--- src/rtl/exc_pkg.sv ---
// Shared types and constants for the exception/trap controller.
package exc_pkg;

  localparam int unsigned PcW = 16;
  localparam logic [PcW-1:0] TrapVecDefault = 16'h0002;

  typedef enum logic [2:0] {
    StRun,
    StHandler,
    StRedirT,
    StRedirR,
    StHalted
  } exc_state_e;

endpackage

--- src/rtl/exc_ctrl_if.sv ---
// Decode-stage event flags in, fetch redirect and status out.
interface exc_ctrl_if;
  import exc_pkg::*;

  logic           valid;
  logic           stall;
  logic           siic;
  logic           rti;
  logic           err;
  logic           halt;
  logic [PcW-1:0] pc_plus2;
  logic           redirect;
  logic [PcW-1:0] redirect_pc;
  logic           flush;
  logic [PcW-1:0] epc;
  logic           in_handler;
  logic           halt_out;
  logic           fault;

  modport master (
    output valid, stall, siic, rti, err, halt, pc_plus2,
    input  redirect, redirect_pc, flush, epc, in_handler, halt_out, fault
  );

  modport slave (
    input  valid, stall, siic, rti, err, halt, pc_plus2,
    output redirect, redirect_pc, flush, epc, in_handler, halt_out, fault
  );

endinterface

--- src/rtl/exc_ctrl.sv ---
// Single-level trap/return controller with sticky halt and fault flags.
// Define EXC_ILLEGAL_TRAP_EN to turn an illegal opcode in RUN into a trap.
module exc_ctrl
  import exc_pkg::*;
#(
  parameter logic [PcW-1:0] TRAP_VEC = TrapVecDefault
) (
  input logic       clk,
  input logic       rst_n,
  exc_ctrl_if.slave bus
);

  exc_state_e     state_q, state_d;
  logic [PcW-1:0] epc_q, epc_d;
  logic           fault_q, fault_d;
  logic           halt_q, halt_d;
  logic           accept;

  assign accept = bus.valid && !bus.stall && (state_q == StRun || state_q == StHandler);

  always_comb begin
    state_d = state_q;
    epc_d   = epc_q;
    fault_d = fault_q;
    halt_d  = halt_q;
    unique case (state_q)
      StRun: begin
        if (accept) begin
          if (bus.halt) begin
            halt_d  = 1'b1;
            state_d = StHalted;
          end else if (bus.err) begin
            fault_d = 1'b1;
`ifdef EXC_ILLEGAL_TRAP_EN
            epc_d   = bus.pc_plus2;
            state_d = StRedirT;
`else
            state_d = StHalted;
`endif
          end else if (bus.siic) begin
            epc_d   = bus.pc_plus2;
            state_d = StRedirT;
          end else if (bus.rti) begin
            fault_d = 1'b1;
            state_d = StHalted;
          end
        end
      end
      StHandler: begin
        if (accept) begin
          if (bus.halt) begin
            halt_d  = 1'b1;
            state_d = StHalted;
          end else if (bus.err || bus.siic) begin
            // No nesting: epc keeps the outer return address.
            fault_d = 1'b1;
            state_d = StHalted;
          end else if (bus.rti) begin
            state_d = StRedirR;
          end
        end
      end
      StRedirT: state_d = StHandler;
      StRedirR: state_d = StRun;
      StHalted: state_d = StHalted;
      default:  state_d = StRun;
    endcase
  end

  always_ff @(posedge clk or negedge rst_n) begin
    if (!rst_n) begin
      state_q <= StRun;
      epc_q   <= '0;
      fault_q <= 1'b0;
      halt_q  <= 1'b0;
    end else begin
      state_q <= state_d;
      epc_q   <= epc_d;
      fault_q <= fault_d;
      halt_q  <= halt_d;
    end
  end

  // Outputs decode the registered state only, so reset clears them at once.
  always_comb begin
    bus.redirect    = 1'b0;
    bus.flush       = 1'b0;
    bus.redirect_pc = '0;
    if (state_q == StRedirT) begin
      bus.redirect    = 1'b1;
      bus.flush       = 1'b1;
      bus.redirect_pc = TRAP_VEC;
    end else if (state_q == StRedirR) begin
      bus.redirect    = 1'b1;
      bus.flush       = 1'b1;
      bus.redirect_pc = epc_q;
    end
  end

  assign bus.epc        = epc_q;
  assign bus.in_handler = (state_q == StHandler);
  assign bus.halt_out   = halt_q;
  assign bus.fault      = fault_q;

endmodule

--- src/flat_wrapper.sv ---
// flat-port wrapper written by rule: the top's interface ports become plain ports
module exc_ctrl_flat import exc_pkg::*;
#(
  parameter logic [PcW-1:0] TRAP_VEC = TrapVecDefault
)
  (clk, rst_n, bus_valid, bus_stall, bus_siic, bus_rti, bus_err, bus_halt, bus_pc_plus2, bus_redirect, bus_redirect_pc, bus_flush, bus_epc, bus_in_handler, bus_halt_out, bus_fault);
  exc_ctrl_if bus_i ();
  input logic clk;
  input logic rst_n;
  input wire logic [$bits(bus_i.valid)-1:0] bus_valid;
  input wire logic [$bits(bus_i.stall)-1:0] bus_stall;
  input wire logic [$bits(bus_i.siic)-1:0] bus_siic;
  input wire logic [$bits(bus_i.rti)-1:0] bus_rti;
  input wire logic [$bits(bus_i.err)-1:0] bus_err;
  input wire logic [$bits(bus_i.halt)-1:0] bus_halt;
  input wire logic [$bits(bus_i.pc_plus2)-1:0] bus_pc_plus2;
  output wire logic [$bits(bus_i.redirect)-1:0] bus_redirect;
  output wire logic [$bits(bus_i.redirect_pc)-1:0] bus_redirect_pc;
  output wire logic [$bits(bus_i.flush)-1:0] bus_flush;
  output wire logic [$bits(bus_i.epc)-1:0] bus_epc;
  output wire logic [$bits(bus_i.in_handler)-1:0] bus_in_handler;
  output wire logic [$bits(bus_i.halt_out)-1:0] bus_halt_out;
  output wire logic [$bits(bus_i.fault)-1:0] bus_fault;
  assign bus_i.valid = bus_valid;
  assign bus_i.stall = bus_stall;
  assign bus_i.siic = bus_siic;
  assign bus_i.rti = bus_rti;
  assign bus_i.err = bus_err;
  assign bus_i.halt = bus_halt;
  assign bus_i.pc_plus2 = bus_pc_plus2;
  assign bus_redirect = bus_i.redirect;
  assign bus_redirect_pc = bus_i.redirect_pc;
  assign bus_flush = bus_i.flush;
  assign bus_epc = bus_i.epc;
  assign bus_in_handler = bus_i.in_handler;
  assign bus_halt_out = bus_i.halt_out;
  assign bus_fault = bus_i.fault;
  exc_ctrl #(.TRAP_VEC(TRAP_VEC)) u_core (.clk(clk), .rst_n(rst_n), .bus(bus_i));
endmodule
--- config.mk ---
export PLATFORM = sky130hd
export DESIGN_NAME = exc_ctrl_flat
export DESIGN_NICKNAME = d
export VERILOG_FILES = /design/src/rtl/exc_pkg.sv /design/src/rtl/exc_ctrl_if.sv /design/src/rtl/exc_ctrl.sv /design/src/flat_wrapper.sv
export SDC_FILE = /design/constraint.sdc
export NUM_CORES = 1
export LEC_CHECK = 0
export CORE_MARGIN = 2
export CORE_UTILIZATION = 37
export CTS_CLUSTER_DIAMETER = 80
export DETAILED_ROUTE_END_ITERATION = 8
export GPL_ROUTABILITY_DRIVEN = 1
export PLACE_DENSITY = 0.89
export SETUP_SLACK_MARGIN = 0.2
export SKIP_LAST_GASP = 1
export SLEW_MARGIN = 30
export SYNTH_ARGS = -nofsm -noshare
export SYNTH_HDL_FRONTEND = slang
export SYNTH_SLANG_ARGS = --single-unit
--- constraint.sdc ---
create_clock -name clk -period 1.9 [get_ports clk]
set_input_delay 0.285 -clock clk [delete_from_list [all_inputs] [get_ports clk]]
set_output_delay 0.285 -clock clk [all_outputs]
set_load 0.005 [all_outputs]
==> summary.txt, run 1 <==
STA
  • RSZ-0062 raised after global routing: true
  • Slew headroom: 0.720
  • Setup WS post-layout: 0.161 ns
  • Fin crit share: 0.915
  • Achievable Freq: 0.575 GHz
  • Final min period: 1.74 ns
  • Fin. Hold Viols: 0
  • Fin. max-slew vios: 0
  • Fin Clk Skew: 0.00276 ns
  • Worst-Margin Slew: 0.417 ns
  • Final setup fails: 0
  • Fin Setup TNS: 0 ns

Clocking
  • CTS tree: yes
  • CTS Sinks: 21
  • CTS max path bufs: 2
  • Worst skew pair latency: 0.30 ns
  • Clock Tree Root: clkbuf_4
  • CTS Buf Count: 3
  • Worst-path clk slew: 0.13 ns
  • Htree depth: 1

Yosys
  • Distinct cells, synth: 21
  • Main synth FF type: dfrtp_1
  • Synthesis Warnings: 0
  • Synth area leader: dfrtp_1
  • Asr flop ratio synth: 1.00
  • Commonest cells in the netlist: 21 x dfrtp_1, 15 x and3_1, 10 x mux2_4
  • Sequential cell area fraction in the yosys report: 0.495
  • Syn_nets: ~110
  • Cell Area, Synth: 1060 um2
  • Post-synth EDFFs: 0
  • Post-synthesis cell count: 83
  • Most common cell in the synthesized netlist: dfrtp_1
  • Synth top area cells: dfrtp_1 49%, mux2_4 14%, and3_1 8.8%
  • Flops & latches, synth: 21
  • Mean post-synth cell area: between 10 and 15 um2
  • Share of the synthesized area in the top cell type: 0.495

Place
  • Placer Congestion: between 0.7 and 0.8
  • Dpl ws: 0.0157 ns
  • # port buffers: 60
  • Post-DP HPWL: about 2300 um

Min path
  • HP Class: input port to asynchronous set/reset pin

Die
  • Starting Density: 0.389
  • Io pins: 61
  • Die span in x: between 50 and 60 um
  • Die Y: 57.6 um
  • Core Area: about 2700 um2
  • Full die area: 3320 um2
  • Cell Rows: 19

Route
  • Detailed-route DRC error count: 0
  • Routed wire per std cell: about 18 um
  • Starting DRT DRC Count: 21
  • Vias: 1031
  • Final Routed Wirelength: between 3000 and 4000 um
  • First-pass iteration count of the detailed router: 4
  • Via density: 5.26
  • Post-route ant nets: 0

Global routing
  • Total global routing overflow: 0
  • Initial antenna violation count: 0
  • Tot GR Track Use: 0.201
  • Largest net degree at the start of global routing: 22
  • Vias in the first global route: 1073
  • First-pass GRT wire length: 5070 um

Worst setup path
  • R2r worst-path depth: 6
  • Setup crit start kind: flip-flop
  • Critical path class: flip-flop to flip-flop
  • WP data required: 2.10 ns
  • Crit path arrival time: 1.94 ns
  • CP Max Fanout: 8
  • Critical Path End Type: flip-flop

Final layout
  • Layout cell share with drive strength beyond 1: 0.442
  • Number of diodes: 0
  • # nets final: 190
  • # fillers: 189
  • Synth-to-Final Area Change: 80.0%

Pwr
  • Total power: 0.991 mW
  • Pwr dens: 518 nW/um2
  • Leakage: 0.942 nW
  • Maximum vdd drop: a little over 0.0004 V

Status
  • Status: completed

Flow run
  • Max-Cap Viols: 0
per-layer routing:
metal  track usage  vias to the layer above  routed length (um)
met3        0.0272                        4                 128
met2         0.383                       34                1960
met1         0.232                      529                1360
met4        0.0565                        0                  44
li1              -                      464                   -
met5             0                        -                   0
flip-flops by register name, indices dropped and copies added, names as in the netlist:
signal and count:
u_core.bus.epc 16, u_core.state_q 3, u_core.bus.halt_out 1, u_core.bus.fault 1
repair_timing:
item | 4_1_cts | 5_1_grt
gates cloned | 2 | 1
hold buffers | 0 | 0
pin swaps | 0 | 3
setup endpoints to repair | 19 | 34
gates resized for setup | 36 | 45
setup buffers | 6 | 6
worst paths after layout:
| path | to | slack (ns) | startpoint |
|---|---|---|---|
| min | u_core.bus.epc[7] | 0.30 | rst_n |
| max in group asynchronous | u_core.bus.epc[1] | 1.38 | rst_n |
| max reg2reg | u_core.bus.epc[3] | 0.16 | u_core.state_q[2] |
| max | u_core.bus.epc[3] | 0.16 | u_core.state_q[2] |
| min reg2reg | u_core.bus.fault | 0.49 | u_core.bus.fault |
| min in group clk | u_core.bus.fault | 0.49 | u_core.bus.fault |
stage by stage:
step / cells / area (um2) / util / hold slack, ns
final: 196 / 1910 / 0.699 / 0.300
after global routing: 196 / 1910 / 0.699 / 0.319
after CTS: 189 / 1810 / 0.663 / 0.310
after detailed placement: 177 / 1730 / 0.633 / 0.448
after global placement: 177 / 1730 / 0.633 / 0.442
after floorplan: 83 / 1060 / - / -0.0106
critical path: stages (launching register included):
cell and delay, ns:
dfrtp_1 0.41, buf_4 0.14, buf_6 0.12, nor4b_4 0.33
buf_4 0.22, nand2_8 0.10, mux2_4 0.31
layout make-up:
cell class	instances	area [um2]	share of cell area
Timing Repair Buffer	80	722	0.378
Clock inverter	1	7.51	0.00393
Inverter	4	20.0	0.0105
Multi-Input combinational cell	54	559	0.293
Clock buffer	3	22.5	0.0118
Timing Repair inverter	2	16.3	0.00851
Tap cell	31	38.8	0.0203
Sequential cell	21	526	0.275
cells in the final DEF (no fill, tap or decap), drive strengths merged, types with 2 or more instances in the layout:
cell	synthesis	final
a21oi	2	2
and3	15	15
buf	2	26
clkbuf	3	12
clkdlybuf4s50	0	41
clkinvlp	0	2
dfrtp	21	21
dlygate4sd2	0	3
inv	4	5
mux2	16	16
nand2	1	2
nand2b	3	3
nor3	2	2
nor4	2	2
nor4b	2	2
o21ai	4	4
cell families (layout without fill, tap and decap cells):
kind of cell	Yosys count	after routing	share of synthesized area
compound gates	9	9	0.0530
mux	16	16	0.205
buf+inv	9	90	0.0424
flops	21	21	0.495
simple gates	27	28	0.197
xor+xnor	1	1	0.00825
where the power goes:
part           leakage [nW]  switching (mW)  internal, mW
combinational         0.650          0.0663         0.173
sequential            0.278          0.0350         0.492
clock                0.0139           0.145        0.0801
total                 0.942           0.246         0.745
No activity file was read; power rests on OpenSTA's default activity.
==> run 2: changes to the inputs <==
--- a/config.mk
+++ b/config.mk
@@ -5,6 +5,7 @@
 export SDC_FILE = /design/constraint.sdc
 export NUM_CORES = 1
 export LEC_CHECK = 0
+export CAP_MARGIN = 20
 export CORE_MARGIN = 2
 export CORE_UTILIZATION = 37
 export CTS_CLUSTER_DIAMETER = 80
==> results of run 2 <==
Same layout as run 1: the final DEF is identical, and so are final timing and power.
==> run 3: changes to the inputs <==
--- a/config.mk
+++ b/config.mk
@@ -11,7 +11,7 @@
 export CTS_CLUSTER_DIAMETER = 80
 export DETAILED_ROUTE_END_ITERATION = 8
 export GPL_ROUTABILITY_DRIVEN = 1
-export PLACE_DENSITY = 0.89
+export PLACE_DENSITY_LB_ADDON = 0.15
 export SETUP_SLACK_MARGIN = 0.2
 export SKIP_LAST_GASP = 1
 export SLEW_MARGIN = 30
==> summary.txt, run 3 (synthesis gave the netlist of run 1 again) <==
Status
  • Status: completed

Final layout
  • Synth-to-Final Area Change: 74.9%
  • Number of flip-flops in the largest register: 16 (unchanged)
  • # fillers: 220 (+16%)
  • Most frequent cells in the layout: 41 x clkdlybuf4s50_1, 20 x dfrtp_1, 14 x buf_4
  • Commonest non-fill, non-tap cell in the layout: clkdlybuf4s50_1
  • Number of diodes: 0 (unchanged)
  • Layout cell share with drive strength beyond 1: 0.401 (-0.0412)
  • Final instance area: 1860 um2 (-2.8%)
  • # nets final: 187 (-1.6%)
  • Post-route insts no fill: 193 (-1.5%)

STA
  • Worst-Margin Slew: 0.375 ns (-0.0417 ns)
  • Achievable Freq: 0.597 GHz (+3.8%)
  • Fin Clk Skew: 0.00366 ns (+0.000894 ns)
  • Fin. Hold Viols: 0 (unchanged)
  • Fin crit share: 0.882 (-0.0332)
  • Slew headroom: 0.748 (+0.0280)
  • Final setup fails: 0 (unchanged)
  • Fin. max-slew vios: 0 (unchanged)
  • RSZ-0062 raised after global routing: true
  • Final min period: 1.68 ns (-0.0631 ns)
  • Fin Setup TNS: 0 ns (unchanged)

Die
  • Starting Density: 0.389 (unchanged)
  • Core Area: 2730 um2 (unchanged)
  • Die Y: 57.6 um (unchanged)
  • Full die area: 3320 um2 (unchanged)
  • Io pins: 61 (unchanged)
  • Die span in x: 57.6 um (unchanged)
  • Cell Rows: 19 (unchanged)

Global routing
  • Vias in the first global route: 946 (-12%)
  • Largest net degree at the start of global routing: 22 (unchanged)
  • First-pass GRT wire length: 4240 um (-16%)
  • Total global routing overflow: 0 (unchanged)
  • Met2 capacity usage during global routing: 0.284 (-0.0990)
  • Met1 GRT Util: 0.209 (-0.0229)
  • Met3 Track Usage GR: 0.0272 (unchanged)
  • Most Crowded Layer GR: met2
  • Tot GR Track Use: 0.164 (-0.0373)
  • Initial antenna violation count: 0 (unchanged)

Place
  • Placer Congestion: 0.878 (+12%)
  • Placed cells: 179 (+1.1%)
  • Post-DP HPWL: 2010 um (-13%)
  • # port buffers: 60 (unchanged)
  • Placed Area: 1750 um2 (+0.87%)

Route
  • Final Routed Wirelength: 2810 um (-20%)
  • Post-route ant nets: 0 (unchanged)
  • Vias: 952 (-7.7%)
  • Routed wire per std cell: 14.5 um (-18%)
  • Detailed-route DRC error count: 0 (unchanged)
  • Starting DRT DRC Count: 16 (-24%)
  • Via density: 4.93 (-6.2%)
  • First-pass iteration count of the detailed router: 4 (unchanged)

Worst setup path
  • Critical Path End Type: primary output
  • Critical path class: flip-flop to primary output
  • Crit path arrival time: 1.39 ns (-0.55 ns)
  • CP Max Fanout: 6 (-2)
  • Setup crit start kind: flip-flop
  • WP data required: 1.62 ns (-0.48 ns)

Clocking
  • Htree depth: 1 (unchanged)
  • Clock Tree Root: clkbuf_4
  • CTS tree: yes
  • Hold_buf cts: 0 (unchanged)
  • CTS max path bufs: 2 (unchanged)
  • CTS Sinks: 21 (unchanged)
  • CTS Buf Count: 3 (unchanged)
  • Worst-path clk slew: 0.11 ns (-0.02 ns)
  • Worst skew pair latency: 0.29 ns (about the same)

Min path
  • HP Class: input port to asynchronous set/reset pin

Pwr
  • Leakage: 0.943 nW (about the same)
  • Total power: 0.969 mW (-2.2%)
  • Maximum vdd drop: 0.000436 V (+4.8%)
  • Pwr dens: 522 nW/um2 (+0.60%)

Flow run
  • Max-Cap Viols: 0 (unchanged)
[run 3: cell count changes in the layout (fill, tap and decap cells not counted), sizes merged]
cell           before  now
buf                26   24
clkbuf             12   15
clkdlybuf4s15       1    0
clkinvlp            2    0
inv                 5    4
[run 3: worst paths after layout]
| kind | slack, ns | from | end | cells past startpoint |
|---|---|---|---|---|
| min reg2reg | 0.47 | u_core.bus.halt_out | u_core.bus.halt_out | 1 |
| max in group asynchronous | 1.36 | rst_n | u_core.state_q[1] | 2 |
| min in group clk | 0.47 | u_core.bus.halt_out | u_core.bus.halt_out | 1 |
| max | 0.22 | u_core.state_q[1] | bus_redirect_pc[9] | 6 |
| max reg2reg | 0.23 | u_core.state_q[1] | u_core.bus.epc[5] | 6 |
| min | 0.31 | rst_n | u_core.bus.epc[6] | 2 |
[run 3: routing by layer]
metal | routed length (um) | vias to the layer above
met5 | 0 | -
met4 | 10 | 0
met3 | 161 | 2
met2 | 1470 | 29
met1 | 1160 | 464
li1 | - | 457
[run 3: timing repair]
item | CTS | global route
setup endpoints to repair | 19 | 32
hold endpoints to repair | 0 | 0
buffers inserted | 5 | 4
pin swaps | 1 | 3
gates resized for setup | 47 | 26
gates cloned | 0 | 1
[run 3: power by group]
group / switching, mW / leakage (nW) / total, mW / internal [mW]
registers: 0.0318 / 0.276 / 0.524 / 0.492
logic: 0.0617 / 0.652 / 0.234 / 0.173
clock network: 0.129 / 0.0150 / 0.211 / 0.0816
[run 3: area by class of cell]
cell class / count / area (um2) / area share
repair buffers: 79 / 699 / 0.376
multi-input cells: 54 / 549 / 0.296
flip-flops and latches: 21 / 527 / 0.284
well taps: 31 / 38.8 / 0.0209
clock buffers: 4 / 26.3 / 0.0141
inverters: 4 / 17.5 / 0.00943
[run 3: worst max-delay path, cell delays in order, from the launching register on]
cell	delay, ns
dfrtp_2	0.44
nand2b_4	0.09
inv_4	0.04
buf_6	0.12
buf_12	0.12
and3_1	0.16
buf_2	0.12
[run 3: per-stage QoR]
| step | utilization | hold WS, ns | setup WS, ns |
|---|---|---|---|
| floorplan | - | -0.0106 | 0.419 |
| global placement | 0.639 | 0.440 | 0.0793 |
| detailed placement | 0.639 | 0.451 | 0.0337 |
| CTS | 0.665 | 0.316 | 0.0491 |
| global route | 0.680 | 0.327 | 0.156 |
| finish | 0.680 | 0.313 | 0.224 |
